$ cat config.mk
export PLATFORM = sky130hd
export DESIGN_NAME = instruction_cache
export DESIGN_NICKNAME = d
export VERILOG_FILES = /design/src/rtl/instruction_cache.sv
export SDC_FILE = /design/constraint.sdc
export NUM_CORES = 2
export LEC_CHECK = 0
export ABC_AREA = 1
export CORE_MARGIN = 2
export CORE_UTILIZATION = 33
export CTS_CLUSTER_SIZE = 30
export DETAILED_ROUTE_END_ITERATION = 10
export SLEW_MARGIN = 20
export SYNTH_ARGS = -nofsm -noshare
export SYNTH_HDL_FRONTEND = slang
export SYNTH_SLANG_ARGS = --single-unit
$ cat constraint.sdc
create_clock -name clk -period 7.2 [get_ports clk]
set_input_delay 0.72 -clock clk [delete_from_list [all_inputs] [get_ports clk]]
set_output_delay 0.72 -clock clk [all_outputs]
set_load 0.05 [all_outputs]
$ cat src/rtl/instruction_cache.sv
// Direct-mapped, read-only instruction cache with line refill over a req/ack memory port.
// Hits return the word in the same cycle; misses stall the fetch stage until the line is refilled.
module instruction_cache #(
  parameter int INDEX_BITS      = 4,
  parameter int LINE_WORDS_LOG2 = 2
) (
  input  logic        clk,
  input  logic        rst,
  input  logic        fetch_req,
  input  logic [31:0] pc,
  input  logic        flush,
  output logic [31:0] instr,
  output logic        instr_valid,
  output logic        stall,
  output logic        mem_req,
  output logic [31:0] mem_addr,
  input  logic        mem_ack,
  input  logic [31:0] mem_rdata
);

  localparam int TAG_BITS = 32 - 2 - LINE_WORDS_LOG2 - INDEX_BITS;
  localparam int LINES    = 1 << INDEX_BITS;
  localparam int WORDS    = 1 << LINE_WORDS_LOG2;
  localparam int OFF      = 2 + LINE_WORDS_LOG2;

  typedef enum logic [1:0] {S_IDLE, S_REFILL, S_FILL} state_t;

  state_t state_q, state_d;

  logic [LINES-1:0]    valid_q;
  logic [TAG_BITS-1:0] tag_q  [LINES];
  logic [31:0]         data_q [LINES][WORDS];

  logic [TAG_BITS-1:0]        rf_tag_q;
  logic [INDEX_BITS-1:0]      rf_idx_q;
  logic [LINE_WORDS_LOG2-1:0] cnt_q;
  logic                       mem_req_q;
  logic [31:0]                mem_addr_q;
  logic                       flush_pend_q;

  // Address decomposition of the fetch pc
  logic [TAG_BITS-1:0]        pc_tag;
  logic [INDEX_BITS-1:0]      pc_idx;
  logic [LINE_WORDS_LOG2-1:0] pc_word;
  logic                       unused_pc_bits;

  assign pc_tag         = pc[31:OFF+INDEX_BITS];
  assign pc_idx         = pc[OFF+INDEX_BITS-1:OFF];
  assign pc_word        = pc[OFF-1:2];
  assign unused_pc_bits = ^pc[1:0];

  logic                       hit;
  logic                       miss_start;
  logic                       ack_take;
  logic                       last_word;
  logic [LINE_WORDS_LOG2-1:0] cnt_inc;

  assign hit        = (state_q == S_IDLE) && valid_q[pc_idx] && (tag_q[pc_idx] == pc_tag);
  // A flush in the same cycle as a miss takes priority; the retry misses next cycle.
  assign miss_start = (state_q == S_IDLE) && fetch_req && !hit && !flush;
  // Acks only count while a request is actually outstanding in REFILL.
  assign ack_take   = (state_q == S_REFILL) && mem_req_q && mem_ack;
  assign last_word  = (cnt_q == {LINE_WORDS_LOG2{1'b1}});
  assign cnt_inc    = cnt_q + LINE_WORDS_LOG2'(1);

  assign instr_valid = fetch_req && hit && !flush;
  assign instr       = instr_valid ? data_q[pc_idx][pc_word] : 32'h0;
  assign stall       = fetch_req && !instr_valid;
  assign mem_req     = mem_req_q;
  assign mem_addr    = mem_addr_q;

  // State register
  always_ff @(posedge clk) begin
    if (rst) state_q <= S_IDLE;
    else     state_q <= state_d;
  end

  // Next-state logic: IDLE -> REFILL on miss, REFILL -> FILL on last ack, FILL is one bubble
  always_comb begin
    state_d = state_q;
    case (state_q)
      S_IDLE:   if (miss_start) state_d = S_REFILL;
      S_REFILL: if (ack_take && last_word) state_d = S_FILL;
      S_FILL:   state_d = S_IDLE;
      default:  state_d = S_IDLE;
    endcase
  end

  // Refill request sequencing: latch miss line, step the word address on each ack, never crossing the line
  always_ff @(posedge clk) begin
    if (rst) begin
      rf_tag_q     <= '0;
      rf_idx_q     <= '0;
      cnt_q        <= '0;
      mem_req_q    <= 1'b0;
      mem_addr_q   <= '0;
      flush_pend_q <= 1'b0;
    end else begin
      if (miss_start) begin
        rf_tag_q   <= pc_tag;
        rf_idx_q   <= pc_idx;
        cnt_q      <= '0;
        mem_req_q  <= 1'b1;
        mem_addr_q <= {pc_tag, pc_idx, {LINE_WORDS_LOG2{1'b0}}, 2'b00};
      end else if (ack_take) begin
        if (last_word) begin
          mem_req_q <= 1'b0;
        end else begin
          cnt_q      <= cnt_inc;
          mem_addr_q <= {rf_tag_q, rf_idx_q, cnt_inc, 2'b00};
        end
      end
      if (state_q == S_REFILL && flush) flush_pend_q <= 1'b1;
      else if (state_q == S_FILL)       flush_pend_q <= 1'b0;
    end
  end

  // Valid bits: flush clears all; a completed refill validates its line unless a flush hit it mid-refill
  always_ff @(posedge clk) begin
    if (rst) begin
      valid_q <= '0;
    end else if (flush) begin
      valid_q <= '0;
    end else if (ack_take && last_word) begin
      valid_q[rf_idx_q] <= !flush_pend_q;
    end
  end

  // Tag and data arrays: written only by accepted refill beats
  always_ff @(posedge clk) begin
    if (!rst && ack_take) begin
      data_q[rf_idx_q][cnt_q] <= mem_rdata;
      if (last_word) tag_q[rf_idx_q] <= rf_tag_q;
    end
  end

endmodule

==> impl_results.md <==
* Pre-CTS setup slack at 1.56 ns
* CTS Root Cell: clkbuf_16
* DRC Markers at 0
* CTS Hold Bufs at 0
* Post_cts resized at 0
* Clock Pin Slew Worst Setup and Hold Paths at roughly 0.060 ns
* FP Rows at 201
* GPL Wtd Cong at 0.791
* Post-Synthesis Cells at approximately 7.6k
* Max_slew headroom at between 10 and 15%
* Vias at roughly 65k
* # setup viols final at 0
* Core ar. at approximately 300000 um^2
* H-tree Lvls at 4
* Setup TNS at 0 ns
* Ys Warns at 0
* Die width at 554 um
* Tcrit/Tclk final at between 80 and 90%
* Overall routed net length at between 200000 and 300000 um
* Detail Placement HPWL at about 150000 um
* WS Path Type: primary input to output port
* Leakage at about 37 nW
* Max-cap violations at 0
* Worst stage delay on the critical path at between 1 and 1.5 ns
* Worst-case clock buffer depth at 4
* Critical path required time at roughly 6.5 ns
* Post-synthesis cell type count at 37
* Clock skew at just over 0.07 ns
* Pin slew with the least headroom to its limit at 1.31 ns
* Initial antenna violation count at 14
* RSZ-0062 raised after global routing: false
* CP Capture Type: output port
* Vias in the first global route at between 60k and 70k
* Max Fclk at 0.167 GHz
* I/O pins at between 100 and 150
* Status: complete, no violations
* Crit-path cells: buf_8, inv_16, buf_4, a21oi_1, a221oi_1, o311ai_0, nand3_1, nand2_1, nor2_1, clkdlybuf4s50_1
* Area growth syn-to-layout at 13.2%
* Layout cell share with drive strength beyond 1 at under 10%
* Slowest CP cell: o311ai_0
* CTS Buf Count at 239
* Power per Cell Area at 263 nW/um^2
* Mapped Avg Cell Area at around 13 um^2
* Final worst slack at about 1.2 ns
* Grt total ovfl at 0
* Later-pin clock latency in the skew report at just over 0.9 ns
* Setup bufs post-CTS at 0
* Die area at 307000 um^2
* Starting Density at between 30% and 40%
* Fin nets at ~7.7k
* Vias per inst at between 5 and 6
* Ys flop type: edfxtp_1
* Element type at the critical path start: primary input
* Final hold vios at 0
* FFs w/ async S/R, synth at 0%
* Slew Limit Fails at 0
* Synthesized flop and latch total at approximately 2.5k
* Worst Path Arrival at 5.27 ns
* Die H at about 550 um
* Worst min-delay path category: primary input to flip-flop
* Total power at around 30 mW
* Post-synth EDFFs at around 2.4k
* Iter 0 DRT Violations at approximately 8.0k
* Sequential area share after synthesis at between 70 and 80%
* Largest net degree at the start of global routing at about 210
* IO Port Bufs at 131
* Initial DRT Pass Iterations at 5
* WL/cell at about 24 um
* Clock period minus worst slack at about 6.0 ns
* Final cell utilization of the core at a little under two fifths
* Maximum vdd drop at approximately 230 uV
* Clock Sinks at between 2k and 3k
* Cell Area, Synth at between 90000 and 100000 um^2
* CP max FO at between 150 and 200
* First-pass GRT wire length at approximately 410000 um
* GRT Total Usage at around 18%
* CTS tree: done
* DRT antenna net count at 0
[report_power, final]
part	total (mW)	switching, mW	internal [mW]
combinational	1.72	1.27	0.450
clock	11.9	5.37	6.55
sequential	16.1	0.0441	16.0
total	29.7	6.68	23.0
[kinds of logic (layout without fill, tap and decap cells)]
family	count (synthesis)	after routing	synth area share (%)
xor+xnor	1	1	0.00878
buf+inv	709	873	2.90
other cells	1	10	0.00376
compound gates	1763	1763	11.6
simple gates	2656	2656	10.7
fa+ha+maj	4	4	0.0502
flops	2510	2510	74.8
[stage by stage]
step | area, um^2 | cells | hold WS (ns)
6_report | 113000 | 11800 | 0.278
5_1_grt | 113000 | 11800 | 0.246
4_1_cts | 113000 | 11800 | 0.253
3_5_place_dp | 106000 | 11300 | 0.464
3_3_place_gp | 106000 | 11300 | 0.443
2_1_floorplan | 99800 | 7645 | 0.429
[final timing paths]
| kind | startpoint | endpoint | slack [ns] | depth (start not counted) |
|---|---|---|---|---|
| worst max register to register | cnt_q[0] | data_q[12][2] | 3.55 | 8 |
| worst min-delay path | mem_rdata[10] | data_q[7][74] | 0.28 | 1 |
| worst min register to register | valid_q[3] | valid_q[3] | 0.48 | 2 |
| worst max-delay path | pc[4] | instr[30] | 1.21 | 10 |
[metal layers]
| metal | routed length (um) | GRT usage, % |
|---|---|---|
| met4 | 7180 | 4.93 |
| met2 | 130000 | 28.0 |
| met5 | 64 | 0 |
| met3 | 26300 | 3.46 |
| met1 | 123000 | 25.6 |
[registers in the layout (all words and copies together), names as in the netlist, 2 cells and up]
signal	count
mem_addr	28
tag_q	384
state_q	2
cnt_q	2
rf_idx_q	4
rf_tag_q	24
valid_q	16
data_q	2048
[final cells by class]
type | instances | area, um^2
diodes | 8 | 20.0
flip-flops and latches | 2510 | 74600
repair buffers | 297 | 2840
clock inverters | 142 | 960
multi-input cells | 4426 | 22700
well taps | 3958 | 4950
inverters | 138 | 557
clock buffers | 296 | 6320
fillers | 28100 | 187000
[critical path, delay by kind of cell]
kind | cells | cell delay (ns)
AND/OR/NAND/NOR | 3 | 0.98
buffers and inverters | 4 | 1.91
AO/OA/AOI/OAI | 3 | 1.32
[placed cells by master (no fill, tap or decap), drive strengths merged, types with 3 or more instances in the layout]
cell type | Yosys | routed
a21oi | 690 | 690
a221o | 64 | 64
a221oi | 192 | 192
a311o | 21 | 21
a32o | 107 | 107
buf | 192 | 205
bufinv | 0 | 10
clkbuf | 379 | 296
clkdlybuf4s50 | 0 | 92
clkinv | 2 | 122
clkinvlp | 0 | 3
dfxtp | 78 | 78
diode | 0 | 8
edfxtp | 2432 | 2432
ha | 4 | 4
inv | 136 | 145
nand2 | 1683 | 1683
nand3 | 416 | 416
nand3b | 17 | 17
nand4 | 20 | 20
nor2 | 498 | 498
nor3 | 15 | 15
o211ai | 134 | 134
o21ai | 361 | 361
o221ai | 128 | 128
o311ai | 64 | 64
[cells in the mapped netlist, drive strengths merged, types with 2 or more instances]
master,number,area (um^2)
a21oi,690,3450
a221o,64,641
a221oi,192,1680
a311o,21,210
a32o,107,1070
and3,2,12.5
buf,192,950
clkbuf,379,1420
clkinv,2,7.51
dfxtp,78,1560
edfxtp,2432,73000
ha,4,50.1
inv,136,513
nand2,1683,6320
nand3,416,2090
nand3b,17,128
nand4,20,125
nor2,498,1870
nor3,15,75.1
nor4,2,12.5
o211ai,134,1010
o21ai,361,1810
o221ai,128,1120
o311ai,64,561
or2,2,12.5
Power figures use the tool's default switching activity.
